[src/rtl/debug_ctrl_pkg.sv]
// Shared definitions for the debug run controller: state encoding, key polarity
// and the run-rate period table.
package debug_ctrl_pkg;

    typedef enum logic [1:0] {
        S_HALT  = 2'd0,
        S_CYC   = 2'd1,
        S_INSTR = 2'd2,
        S_RUN   = 2'd3
    } run_state_t;

    // Debounced keys pulse low for one clk.
    localparam logic KEY_ACTIVE = 1'b0;

    // log2 of the run period for a rate select: 8*sel, capped at the divider width.
    function automatic int period_log2(input logic [1:0] sel, input int div_w);
        int sh;
        sh = 8 * int'(sel);
        return (sh > div_w) ? div_w : sh;
    endfunction

endpackage

[src/rtl/debug_run_ctrl_if.sv]
// Key, CPU-handshake and status bundle of the run controller; the bp_* members
// exist only when BREAKPOINT_EN is defined.
interface debug_run_ctrl_if #(
    parameter int PC_W = 32
);
    logic            key_step_n;
    logic            key_instr_n;
    logic            key_run_n;
    logic [1:0]      div_sel;
    logic            cpu_instr_done;
    logic [PC_W-1:0] cpu_pc;
    logic            cpu_clk_en;
    logic            halted;
    logic [1:0]      state_o;
    logic [15:0]     step_cnt;
    logic            timeout;
`ifdef BREAKPOINT_EN
    logic [PC_W-1:0] bp_addr;
    logic            bp_valid;
    logic            bp_hit;

    modport master (
        input  key_step_n, key_instr_n, key_run_n, div_sel, cpu_instr_done, cpu_pc,
        input  bp_addr, bp_valid,
        output cpu_clk_en, halted, state_o, step_cnt, timeout, bp_hit
    );
    modport slave (
        output key_step_n, key_instr_n, key_run_n, div_sel, cpu_instr_done, cpu_pc,
        output bp_addr, bp_valid,
        input  cpu_clk_en, halted, state_o, step_cnt, timeout, bp_hit
    );
`else
    modport master (
        input  key_step_n, key_instr_n, key_run_n, div_sel, cpu_instr_done, cpu_pc,
        output cpu_clk_en, halted, state_o, step_cnt, timeout
    );
    modport slave (
        output key_step_n, key_instr_n, key_run_n, div_sel, cpu_instr_done, cpu_pc,
        input  cpu_clk_en, halted, state_o, step_cnt, timeout
    );
`endif
endinterface

[src/rtl/run_rate_div.sv]
// Free-run rate divider: counts 0..period-1 and flags, one edge early, the clk
// on which the count will sit at period-1 so the caller can register its enable.
module run_rate_div
    import debug_ctrl_pkg::*;
#(
    parameter int DIV_W = 24
) (
    input  logic       clk,
    input  logic       rst,
    input  logic       load,
    input  logic       advance,
    input  logic       clear,
    input  logic [1:0] div_sel,
    output logic       tick_next
);
    localparam logic [DIV_W-1:0] ONE = {{(DIV_W-1){1'b0}}, 1'b1};

    logic [1:0]       sel_reg;
    logic [DIV_W-1:0] count_reg;
    logic [DIV_W-1:0] count_next;
    logic [DIV_W-1:0] last_cur;
    logic [DIV_W-1:0] last_new;

    function automatic logic [DIV_W-1:0] last_of(input logic [1:0] sel);
        return {DIV_W{1'b1}} >> (DIV_W - period_log2(sel, DIV_W));
    endfunction

    assign last_cur = last_of(sel_reg);
    assign last_new = last_of(div_sel);

    always_comb begin
        count_next = count_reg;
        tick_next  = 1'b0;
        if (clear) begin
            count_next = '0;
        end else if (load) begin
            count_next = '0;
            tick_next  = (last_new == '0);
        end else if (advance) begin
            count_next = (count_reg == last_cur) ? '0 : count_reg + ONE;
            tick_next  = (count_next == last_cur);
        end
    end

    always_ff @(posedge clk or negedge rst) begin
        if (!rst) begin
            count_reg <= '0;
            sel_reg   <= 2'd0;
        end else begin
            count_reg <= count_next;
            // Rate is frozen for the whole run; only a fresh RUN entry picks up div_sel.
            if (load) begin
                sel_reg <= div_sel;
            end
        end
    end

endmodule

[src/rtl/debug_run_ctrl.sv]
// Run controller for the multi-cycle CPU: halt / clock step / instruction step /
// free run via cpu_clk_en. Optional breakpoint in RUN under BREAKPOINT_EN.
module debug_run_ctrl
    import debug_ctrl_pkg::*;
#(
    parameter int DIV_W = 24,
    parameter int TO_W  = 16
) (
    input  logic              clk,
    input  logic              rst,
    debug_run_ctrl_if.master  bus
);
    localparam logic [TO_W-1:0] TO_ONE  = {{(TO_W-1){1'b0}}, 1'b1};
    localparam logic [TO_W-1:0] TO_LAST = {{(TO_W-1){1'b1}}, 1'b0};

    run_state_t      state_reg;
    logic            cpu_clk_en_reg;
    logic            halted_reg;
    logic [15:0]     step_cnt_reg;
    logic            timeout_reg;
    logic [TO_W-1:0] to_cnt_reg;

    logic run_key;
    logic instr_key;
    logic step_key;
    logic any_key;
    logic bp_fire;
    logic div_load;
    logic div_clear;
    logic div_advance;
    logic div_tick;

    assign run_key   = (bus.key_run_n   == KEY_ACTIVE);
    assign instr_key = (bus.key_instr_n == KEY_ACTIVE);
    assign step_key  = (bus.key_step_n  == KEY_ACTIVE);
    assign any_key   = run_key | instr_key | step_key;

`ifdef BREAKPOINT_EN
    logic bp_hit_reg;
    assign bp_fire = (state_reg == S_RUN) && cpu_clk_en_reg && bus.cpu_instr_done &&
                     bus.bp_valid && (bus.cpu_pc == bus.bp_addr);
    assign bus.bp_hit = bp_hit_reg;
`else
    assign bp_fire = 1'b0;
`endif

    assign div_load    = (state_reg == S_HALT) && run_key;
    assign div_advance = (state_reg == S_RUN);
    assign div_clear   = (state_reg == S_RUN) && (run_key || bp_fire);

    run_rate_div #(
        .DIV_W (DIV_W)
    ) u_div (
        .clk       (clk),
        .rst       (rst),
        .load      (div_load),
        .advance   (div_advance),
        .clear     (div_clear),
        .div_sel   (bus.div_sel),
        .tick_next (div_tick)
    );

    always_ff @(posedge clk or negedge rst) begin
        if (!rst) begin
            state_reg      <= S_HALT;
            cpu_clk_en_reg <= 1'b0;
            halted_reg     <= 1'b1;
            step_cnt_reg   <= 16'd0;
            timeout_reg    <= 1'b0;
            to_cnt_reg     <= '0;
`ifdef BREAKPOINT_EN
            bp_hit_reg     <= 1'b0;
`endif
        end else begin
            if (cpu_clk_en_reg && bus.cpu_instr_done) begin
                step_cnt_reg <= step_cnt_reg + 16'd1;
            end
            case (state_reg)
                S_HALT: begin
                    if (any_key) begin
                        timeout_reg <= 1'b0;
`ifdef BREAKPOINT_EN
                        bp_hit_reg  <= 1'b0;
`endif
                    end
                    if (run_key) begin
                        state_reg      <= S_RUN;
                        halted_reg     <= 1'b0;
                        cpu_clk_en_reg <= div_tick;
                    end else if (instr_key) begin
                        state_reg      <= S_INSTR;
                        halted_reg     <= 1'b0;
                        cpu_clk_en_reg <= 1'b1;
                        to_cnt_reg     <= '0;
                    end else if (step_key) begin
                        state_reg      <= S_CYC;
                        halted_reg     <= 1'b0;
                        cpu_clk_en_reg <= 1'b1;
                    end
                end
                S_INSTR: begin
                    // Every INSTR clk is enabled, so done here is always a real completion.
                    if (run_key || bus.cpu_instr_done) begin
                        state_reg      <= S_HALT;
                        halted_reg     <= 1'b1;
                        cpu_clk_en_reg <= 1'b0;
                    end else if (to_cnt_reg == TO_LAST) begin
                        state_reg      <= S_HALT;
                        halted_reg     <= 1'b1;
                        cpu_clk_en_reg <= 1'b0;
                        timeout_reg    <= 1'b1;
                    end else begin
                        to_cnt_reg <= to_cnt_reg + TO_ONE;
                    end
                end
                S_RUN: begin
                    if (run_key || bp_fire) begin
                        state_reg      <= S_HALT;
                        halted_reg     <= 1'b1;
                        cpu_clk_en_reg <= 1'b0;
`ifdef BREAKPOINT_EN
                        bp_hit_reg     <= !run_key;
`endif
                    end else begin
                        cpu_clk_en_reg <= div_tick;
                    end
                end
                default: begin
                    state_reg      <= S_HALT;
                    halted_reg     <= 1'b1;
                    cpu_clk_en_reg <= 1'b0;
                end
            endcase
        end
    end

    assign bus.cpu_clk_en = cpu_clk_en_reg;
    assign bus.halted     = halted_reg;
    assign bus.state_o    = state_reg;
    assign bus.step_cnt   = step_cnt_reg;
    assign bus.timeout    = timeout_reg;

endmodule

[src/flat_wrapper.sv]
// flat-port wrapper written by rule: the top's interface ports become plain ports
module debug_run_ctrl_flat import debug_ctrl_pkg::*;
#(
    parameter int DIV_W = 24,
    parameter int TO_W  = 16
)
  (clk, rst, bus_key_step_n, bus_key_instr_n, bus_key_run_n, bus_div_sel, bus_cpu_instr_done, bus_cpu_pc, bus_cpu_clk_en, bus_halted, bus_state_o, bus_step_cnt, bus_timeout);
  debug_run_ctrl_if #(.PC_W(32)) bus_i ();
  input  logic clk;
  input  logic rst;
  input wire logic [$bits(bus_i.key_step_n)-1:0] bus_key_step_n;
  input wire logic [$bits(bus_i.key_instr_n)-1:0] bus_key_instr_n;
  input wire logic [$bits(bus_i.key_run_n)-1:0] bus_key_run_n;
  input wire logic [$bits(bus_i.div_sel)-1:0] bus_div_sel;
  input wire logic [$bits(bus_i.cpu_instr_done)-1:0] bus_cpu_instr_done;
  input wire logic [$bits(bus_i.cpu_pc)-1:0] bus_cpu_pc;
  output wire logic [$bits(bus_i.cpu_clk_en)-1:0] bus_cpu_clk_en;
  output wire logic [$bits(bus_i.halted)-1:0] bus_halted;
  output wire logic [$bits(bus_i.state_o)-1:0] bus_state_o;
  output wire logic [$bits(bus_i.step_cnt)-1:0] bus_step_cnt;
  output wire logic [$bits(bus_i.timeout)-1:0] bus_timeout;
  assign bus_i.key_step_n = bus_key_step_n;
  assign bus_i.key_instr_n = bus_key_instr_n;
  assign bus_i.key_run_n = bus_key_run_n;
  assign bus_i.div_sel = bus_div_sel;
  assign bus_i.cpu_instr_done = bus_cpu_instr_done;
  assign bus_i.cpu_pc = bus_cpu_pc;
  assign bus_cpu_clk_en = bus_i.cpu_clk_en;
  assign bus_halted = bus_i.halted;
  assign bus_state_o = bus_i.state_o;
  assign bus_step_cnt = bus_i.step_cnt;
  assign bus_timeout = bus_i.timeout;
  debug_run_ctrl #(.DIV_W(DIV_W), .TO_W(TO_W)) u_core (.clk(clk), .rst(rst), .bus(bus_i));
endmodule
[config.mk]
export PLATFORM = sky130hd
export DESIGN_NAME = debug_run_ctrl_flat
export DESIGN_NICKNAME = d
export VERILOG_FILES = /design/src/rtl/debug_ctrl_pkg.sv /design/src/rtl/debug_run_ctrl_if.sv /design/src/rtl/run_rate_div.sv /design/src/rtl/debug_run_ctrl.sv /design/src/flat_wrapper.sv
export SDC_FILE = /design/constraint.sdc
export NUM_CORES = 1
export LEC_CHECK = 0
export ABC_CLOCK_PERIOD_IN_PS = 2100
export CORE_MARGIN = 2
export CORE_UTILIZATION = 49
export DETAILED_ROUTE_END_ITERATION = 8
export PLACE_DENSITY = 0.75
export SYNTH_ARGS = -nofsm -noshare
export SYNTH_HDL_FRONTEND = slang
export SYNTH_SLANG_ARGS = --single-unit
export TNS_END_PERCENT = 100
[constraint.sdc]
create_clock -name clk -period 2.1 [get_ports clk]
set_input_delay 0.21 -clock clk [delete_from_list [all_inputs] [get_ports clk]]
set_output_delay 0.21 -clock clk [all_outputs]
set_load 0.02 [all_outputs]
==> impl_metrics.yaml, run 1 <==
status:
  outcome: "complete, but fails checks"
  violations: "setup timing"
worst_hold_path:
  timing.hold.worst.class: "primary input to async pin"
logic_synthesis:
  synth_common_cells: "sky130_fd_sc_hd__dfrtp_1, sky130_fd_sc_hd__nand2_1, sky130_fd_sc_hd__o21ai_0, sky130_fd_sc_hd__nor2_1, sky130_fd_sc_hd__nand3_1"
  post_synth_top_area_cell: "sky130_fd_sc_hd__dfrtp_1"
  synth.avg_cell_area_um2: 8.56
  number_of_enable_type_register_cells_in_the_synthesized_netlist: 0
  synth_fp_nets: 509
  yosysSeqAreaShare_pct: 40.0
  yosys-top-cells-area: "sky130_fd_sc_hd__dfrtp_1, sky130_fd_sc_hd__xnor2_1, sky130_fd_sc_hd__nand2_1, sky130_fd_sc_hd__o21ai_0, sky130_fd_sc_hd__o31ai_1"
  library_cells_used_by_synthesis: 59
  syn-cell-area_um2: 3950
  synth-async-reset-ratio_pct: 100
  synth_flop_cell: "sky130_fd_sc_hd__dfrtp_1"
  synth.most_common_cell: "sky130_fd_sc_hd__dfrtp_1"
  yosysWarnings: 0
  syn-instance-count: 461
  post-synth-top-area-fraction_pct: 39.3
  synth-seq-cells: 63
timing:
  fin_crit_sh_pct: 112
  final_hold_violation_count: 0
  rsz_0062_raised_after_global_routing: "true"
  fin_worst_skew_ns: 0.0126
  relSlewSlack_pct: 71.2
  setup-tns-final_ns: -2.64
  final_worst_setup_slack_ns: -0.251
  timing_worst_slew_pin_value_ns: 0.429
  drv_slew: 0
  final_report_setup_violation_count: 15
  max_frequency_mhz: 425
  min_period_ns: 2.35
place:
  buffer_ports.inserted: 28
  post-dp-hpwl_um: 7070
  placement.cell_area_um2: 4900
  globalplace.congestion: 0.895
critical_path:
  cp_cell_sequence: "buf_6 > nor4_4 > nand3_1 > a222oi_1 > buf_4 > or2_4 > buf_12 > nor2_2 > o21ai_1 > o31ai_1"
  crit-reg2reg-launch: "u_core.u_div.count_reg[21]$_DFFE_PN0P_"
  worst_setup_path_start_kind: "register"
  worstPathArrival_ns: 2.59
  critical_path.endpoint_type: "register"
  critPathMaxFanout: 6
  slowest_stage: "sky130_fd_sc_hd__a222oi_1"
  reg2regPathDepth: 10
  timing.critical_path.slowest_cell_delay_ns: 0.43
  critical_path_required_ns: 2.34
  worstSetupPathType: "register to register"
  timing.reg2reg.setup_slack_ns: -0.25
  crit_path_max_delay_family: "compound AO/OA/AOI/OAI gates"
  critical_path.n_buffers_inverters: 3
  worstReg2RegEnd: "u_core.u_div.count_reg[4]$_DFFE_PN0P_"
global_route:
  grt_max_degree: 64
  leftover_overflow_at_the_end_of_global_routing: 0
  grt_first_pass_wirelength_um: 18500
  grt_use_total_pct: 26.6
  grt_antenna_before_repair: 0
  grt_pass1_vias: 3847
power_and_ir_drop:
  worst_ir_drop_vdd_v: 0.000675
  leakagePower_nw: 2.42
  powerDensity_nw_per_um2: 761
drt:
  route.antenna.remaining_nets: 0
  drt_drc_violations_left: 0
  avgViaCountPerCell: 5.97
  drt-pass1-iter-count: 6
  highest-signal-layer: "met4"
  drt-met1-wl_um: 5020
  detailroute.wirelength.met2_um: 5710
  wire_per_inst_um: 17.1
  routed_wl_um: 11700
  route.vias.total: 4103
  first_iter_violations: 280
  wl_met3_um: 654
floorplanning:
  coreArea_um2: 7770
  io_pins: 61
  die_h_um: 93.8
  fp-row-count: 32
  initial_core_util_pct: 50.8
  die-width_um: 93.8
  die_area_um2: 8790
clock_tree:
  clk_pin_slew_worst_paths_ns: 0.08
  cts_tree: "yes"
  tritoncts.num_buffers: 9
  cts_max_path_buffers: 2
  worstSkewPairLatency_ns: 0.36
  clockRootBuffer: "sky130_fd_sc_hd__clkbuf_8"
  cts_htree_levels: 3
  cts.sinks: 63
job:
  drv_cap: 0
final_layout:
  largest_register_ffs: 24
  final_design_area_no_fill_um2: 5590
  layout-drive-gt1-share_pct: 31.3
  antennaDiodeCount: 0
  filler_instances: 563
  flow.area_growth_from_synthesis_pct: 41.7
  finalNetCount: 628
power by group:
part           leakage [nW]  internal [W]  switching [W]
clock network        0.0829      0.000434       0.000535
registers             0.850       0.00134       0.000137
logic                  1.48      0.000864       0.000942
per-layer routing:
metal,vias up,global-route usage [%]
met4,0,11.7
met3,37,4.82
met2,153,41.9
li1,1911,-
met5,-,0
met1,2002,35.9
placed cells by master (no fill, tap or decap), types with 4 or more instances in the layout:
| master | netlist | final |
|---|---|---|
| sky130_fd_sc_hd__nor2_1 | 32 | 30 |
| sky130_fd_sc_hd__xor2_1 | 13 | 13 |
| sky130_fd_sc_hd__buf_6 | 1 | 9 |
| sky130_fd_sc_hd__nand2b_1 | 7 | 6 |
| sky130_fd_sc_hd__o21ai_1 | 8 | 12 |
| sky130_fd_sc_hd__ha_1 | 8 | 6 |
| sky130_fd_sc_hd__a21oi_1 | 9 | 8 |
| sky130_fd_sc_hd__nand2_1 | 53 | 50 |
| sky130_fd_sc_hd__dfrtp_2 | 0 | 7 |
| sky130_fd_sc_hd__dfrtp_1 | 62 | 55 |
| sky130_fd_sc_hd__o21ai_2 | 2 | 6 |
| sky130_fd_sc_hd__and3_1 | 10 | 9 |
| sky130_fd_sc_hd__nand3_1 | 28 | 27 |
| sky130_fd_sc_hd__and4_1 | 4 | 4 |
| sky130_fd_sc_hd__inv_1 | 14 | 14 |
| sky130_fd_sc_hd__o21ai_0 | 39 | 30 |
| sky130_fd_sc_hd__xnor2_1 | 25 | 25 |
| sky130_fd_sc_hd__nand4_1 | 21 | 21 |
| sky130_fd_sc_hd__buf_4 | 1 | 96 |
| sky130_fd_sc_hd__clkdlybuf4s50_1 | 0 | 27 |
| sky130_fd_sc_hd__nor3_1 | 9 | 9 |
| sky130_fd_sc_hd__o31ai_1 | 19 | 17 |
| sky130_fd_sc_hd__clkbuf_8 | 0 | 9 |
| sky130_fd_sc_hd__nor4_1 | 8 | 4 |
| sky130_fd_sc_hd__buf_12 | 0 | 5 |
logic make-up (layout without fill, tap and decap cells):
group	count (synthesis)	in the layout	synth area share, %
AO/OA/AOI/OAI	104	104	17.1
AND/OR/NAND/NOR	197	197	25.5
XOR/XNOR	38	38	8.43
adder cells (fa/ha/maj)	8	8	2.54
multiplexers	4	4	1.08
buffers and inverters	47	171	5.45
flip-flops	63	63	40.0
repair_timing:
item / in CTS / in global routing
setup buffers: 18 / 5
pin swaps: 17 / 12
cloned: 2 / 1
hold buffers: 1 / 0
resized for setup: 42 / 25
setup endpoints to repair: 15 / 17
endpoints found under the hold margin: 62 / 0
worst reg2reg max path, stage by stage (launching register included):
cell	delay, ns
sky130_fd_sc_hd__dfrtp_1	0.41
sky130_fd_sc_hd__buf_6	0.13
sky130_fd_sc_hd__nor4_4	0.30
sky130_fd_sc_hd__nand3_1	0.14
sky130_fd_sc_hd__a222oi_1	0.43
sky130_fd_sc_hd__buf_4	0.18
sky130_fd_sc_hd__or2_4	0.17
sky130_fd_sc_hd__buf_12	0.15
sky130_fd_sc_hd__nor2_2	0.05
sky130_fd_sc_hd__o21ai_1	0.16
sky130_fd_sc_hd__o31ai_1	0.11
per-stage QoR:
stage | total power [W] | std cells | hold WS [ns] | utilization (%) | setup WS [ns]
after floorplan | 0.00229 | 461 | -0.0856 | - | -0.0880
after global placement | 0.00284 | 645 | 0.251 | 63.0 | -0.174
after detailed placement | 0.00288 | 645 | 0.251 | 63.0 | -0.189
after CTS | 0.00408 | 682 | 0.389 | 69.9 | -0.104
after global routing | 0.00446 | 687 | 0.438 | 72.0 | -0.340
final | 0.00425 | 687 | 0.400 | 72.0 | -0.251
worst max-delay path by stage:
stage               slack (ns)                              startpoint  depth (start not counted)                                     end
finish                   -0.25  u_core.u_div.count_reg[21]$_DFFE_PN0P_                         10   u_core.u_div.count_reg[4]$_DFFE_PN0P_
global route             -0.34   u_core.u_div.count_reg[5]$_DFFE_PN0P_                          9   u_core.u_div.count_reg[4]$_DFFE_PN0P_
CTS                      -0.10  u_core.u_div.count_reg[19]$_DFFE_PN0P_                          8       u_core.bus.cpu_clk_en$_DFFE_PN0P_
detailed placement       -0.19   u_core.u_div.count_reg[0]$_DFFE_PN0P_                          9       u_core.bus.cpu_clk_en$_DFFE_PN0P_
global placement         -0.17   u_core.u_div.count_reg[0]$_DFFE_PN0P_                          9       u_core.bus.cpu_clk_en$_DFFE_PN0P_
floorplan                -0.09  u_core.u_div.count_reg[21]$_DFFE_PN0P_                         10  u_core.u_div.count_reg[10]$_DFFE_PN0P_
layout make-up:
| cell class | count | area (um^2) | area share (%) |
|---|---|---|---|
| Clock buffer | 10 | 128 | 2.28 |
| Clock inverter | 6 | 46.3 | 0.828 |
| Inverter | 14 | 52.6 | 0.939 |
| Multi-Input combinational cell | 351 | 2390 | 42.8 |
| Sequential cell | 63 | 1590 | 28.4 |
| Tap cell | 102 | 128 | 2.28 |
| Timing Repair Buffer | 141 | 1260 | 22.5 |
Note: power is estimated with default switching activity, not from simulation.
==> run 2, diff against run 1 <==
CORE_ASPECT_RATIO = 0.8   (was default)
CORE_MARGIN = 10   (was 2)
CORE_UTILIZATION = 50   (was 49)
SYNTH_HIERARCHICAL = 1   (was default)
==> run 2 against run 1 <==
Compared with the run above:
- the run still ends with setup timing left
- combinational power decreased by 3%
- via count rose by 6.9%
- first-iteration DRC count rose by 70%
- register-to-register slack got worse by 0.13 ns
- critical path depth unchanged
- synthesized cell count up 5.6%
==> impl_metrics.yaml, run 2 <==
critical_path:
  critPathMaxFanout: 4
  critical_path_required_ns: 2.34
  reg2regPathDepth: 10
  crit-reg2reg-launch: "u_core/u_div/count_reg[12]$_DFFE_PN0P_"
  critical_path.endpoint_type: "register"
  cp_cell_sequence: "nand4_1 > nor4_4 > nand4_1 > xor2_1 > o221ai_1 > o2bb2ai_1 > a41o_1 > o21ai_1 > a21oi_1 > mux2_2"
  worst_path_most_repeated_cell: "sky130_fd_sc_hd__nand4_1"
  timing.critical_path.slowest_cell_delay_ns: 0.41
  worst_setup_path_start_kind: "register"
  worstPathArrival_ns: 2.72
  cp-startpoint: "u_core/u_div/count_reg[12]$_DFFE_PN0P_"
  slowest_stage: "sky130_fd_sc_hd__dfrtp_1"
  cp-endpoint: "u_core/bus.cpu_clk_en$_DFFE_PN0P_"
  worstSetupPathType: "register to register"
  worstReg2RegEnd: "u_core/bus.cpu_clk_en$_DFFE_PN0P_"
  timing.reg2reg.setup_slack_ns: -0.38
drt:
  drt-pass1-iter-count: 5
  drt-met1-wl_um: 5620
  first_iter_violations: 477
  routed_wl_um: 12500
  wl_met3_um: 1160
  detailroute.wirelength.met2_um: 5580
  route.vias.total: 4385
  avgViaCountPerCell: 6.12
  wire_per_inst_um: 17.4
  route.antenna.remaining_nets: 0
  drt_drc_violations_left: 0
  highest-signal-layer: "met4"
floorplanning:
  die_h_um: 102
  die_area_um2: 12500
  coreArea_um2: 8060
  initial_core_util_pct: 52.0
  fp-row-count: 29
  die-width_um: 122
  io_pins: 61
final_layout:
  layout-drive-gt1-share_pct: 28.1
  flow.area_growth_from_synthesis_pct: 35.2
  final_common_cell: "sky130_fd_sc_hd__buf_4"
  final_cell_count_no_fill: 717
  layout_common_cells: "sky130_fd_sc_hd__buf_4, sky130_fd_sc_hd__dfrtp_1, sky130_fd_sc_hd__nand2_1"
  largest_register_ffs: 24
  antennaDiodeCount: 0
  finalNetCount: 651
logic_synthesis:
  yosysWarnings: 6
  synth-seq-cells: 63
  library_cells_used_by_synthesis: 59
  synth_fp_nets: 534
  post_synth_top_area_cell: "sky130_fd_sc_hd__dfrtp_1"
  synth.most_common_cell: "sky130_fd_sc_hd__dfrtp_1"
  synth_common_cells: "sky130_fd_sc_hd__dfrtp_1, sky130_fd_sc_hd__nand2_1, sky130_fd_sc_hd__nor2_1, sky130_fd_sc_hd__o21ai_0, sky130_fd_sc_hd__nand3_1"
  post-synth-top-area-fraction_pct: 37.0
  synth.avg_cell_area_um2: 8.61
  yosysSeqAreaShare_pct: 37.6
  number_of_enable_type_register_cells_in_the_synthesized_netlist: 0
  yosys-top-cells-area: "sky130_fd_sc_hd__dfrtp_1, sky130_fd_sc_hd__o21ai_0, sky130_fd_sc_hd__xnor2_1, sky130_fd_sc_hd__nand2_1, sky130_fd_sc_hd__nand4_1"
  synth_flop_cell: "sky130_fd_sc_hd__dfrtp_1"
  syn-instance-count: 487
  synth-async-reset-ratio_pct: 100
  syn-cell-area_um2: 4190
place:
  globalplace.congestion: 0.927
  buffer_ports.inserted: 28
  placement.setup.worst_slack_ns: -0.406
  post-dp-hpwl_um: 9040
  dp.cells: 696
global_route:
  grt_pass1_vias: 4216
  grt_use_total_pct: 20.2
  grt_antenna_before_repair: 0
  grt_first_pass_wirelength_um: 20800
  grt_max_degree: 26
  leftover_overflow_at_the_end_of_global_routing: 0
timing:
  max_frequency_mhz: 403
  timing_worst_slew_pin_value_ns: 0.618
  fin_crit_sh_pct: 118
  final_worst_setup_slack_ns: -0.384
  fin_worst_skew_ns: 0.00791
  setup-tns-final_ns: -0.395
  final_hold_violation_count: 0
  min_period_ns: 2.48
  relSlewSlack_pct: 58.8
  final_report_setup_violation_count: 4
  drv_slew: 0
  rsz_0062_raised_after_global_routing: "true"
clock_tree:
  clockRootBuffer: "sky130_fd_sc_hd__clkbuf_8"
  cts_max_path_buffers: 2
  worstSkewPairLatency_ns: 0.35
  cts_htree_levels: 3
  cts_tree: "yes"
  tritoncts.num_buffers: 9
  clk_pin_slew_worst_paths_ns: 0.08
  cts.sinks: 63
power_and_ir_drop:
  leakagePower_nw: 2.44
  p_seq_share_pct: 33.8
  powerDensity_nw_per_um2: 792
  pwr-share-comb_pct: 39.0
  power_report.internal_total_w: 0.00282
  worst_ir_drop_vdd_v: 0.000846
  power.share.clock_pct: 27.2
  p_sw_share_pct: 37.1
  p_total_w: 0.00449
  total_switching_power_w: 0.00167
status:
  outcome: "complete, but fails checks"
  violations: "setup timing"
job:
  drv_cap: 0
worst_hold_path:
  timing.hold.worst.class: "primary input to async pin"
## run 2: cell count changes in the layout (fill, tap and decap cells not counted), moves of 6 or more
cell,change
sky130_fd_sc_hd__a31oi_1,+18
sky130_fd_sc_hd__buf_4,+14
sky130_fd_sc_hd__o31ai_1,-11
sky130_fd_sc_hd__nand2_1,-7
sky130_fd_sc_hd__a41oi_1,+6
sky130_fd_sc_hd__buf_6,-6
sky130_fd_sc_hd__nor3_1,+6
sky130_fd_sc_hd__o21ai_2,-6
sky130_fd_sc_hd__xnor2_1,-6
## run 2: cells by family (layout without fill, tap and decap cells)
group           count (synthesis)  in the layout  share of synthesized area, %
compound gates                113            113                          18.1
xor+xnor                       34             34                          7.10
fa+ha+maj                       7              7                          2.09
buf+inv                        51            173                          5.43
flops                          63             63                          37.6
mux                             6              6                          1.52
simple gates                  213            213                          28.1
## run 2: critical path, delay by kind of cell, from the launching register on
| family | cells | cell delay, ns |
|---|---|---|
| flops | 1 | 0.41 |
| compound gates | 5 | 0.75 |
| mux | 1 | 0.25 |
| simple gates | 3 | 0.78 |
| xor+xnor | 1 | 0.19 |
## run 2: what timing repair did
action / CTS / global route
resized for setup: 18 / 16
hold endpoints to repair: 20 / 0
buffers inserted: 4 / 0
setup endpoints to repair: 18 / 21
gates cloned: 0 / 0
pin swaps: 6 / 2
hold buffers: 1 / 0
## run 2: area by class of cell
| cell class | instances | area [um^2] |
|---|---|---|
| multi-input cells | 373 | 2500 |
| repair buffers | 143 | 1160 |
| clock inverters | 7 | 104 |
| clock buffers | 9 | 124 |
| flip-flops and latches | 63 | 1590 |
| well taps | 108 | 135 |
| fillers | 627 | 2390 |
| inverters | 14 | 52.6 |
## run 2: worst min path at each step
stage,start,end,slack [ns]
2_1_floorplan,rst,u_core/bus.cpu_clk_en$_DFFE_PN0P_,-0.09
3_3_place_gp,rst,u_core/u_div/count_reg[10]$_DFFE_PN0P_,0.24
3_5_place_dp,rst,u_core/u_div/count_reg[10]$_DFFE_PN0P_,0.25
4_1_cts,rst,u_core/u_div/count_reg[10]$_DFFE_PN0P_,0.42
5_1_grt,rst,u_core/bus.step_cnt[0]$_DFFE_PN0P_,0.46
6_report,rst,u_core/u_div/count_reg[9]$_DFFE_PN0P_,0.40
## run 2: through the flow
stage | cell area (um^2) | util, % | hold slack (ns)
2_1_floorplan | 4250 | - | -0.0856
3_3_place_gp | 5300 | 65.8 | 0.245
3_5_place_dp | 5300 | 65.8 | 0.253
4_1_cts | 5610 | 69.7 | 0.422
5_1_grt | 5670 | 70.4 | 0.458
6_report | 5670 | 70.4 | 0.404
## run 2: power by group through the flow
stage	logic [W]	registers, W	clock network [W]
global route	0.00189	0.00154	0.00130
global placement	0.00157	0.00152	0
floorplan	0.000749	0.00160	0
detailed placement	0.00160	0.00154	0
CTS	0.00166	0.00151	0.00124
finish	0.00175	0.00152	0.00122
## run 2: routing by layer
layer | GRT usage (%) | vias up
met5 | 0 | -
met4 | 5.70 | 0
met3 | 4.85 | 13
met2 | 30.5 | 217
met1 | 28.2 | 2099
li1 | - | 2056
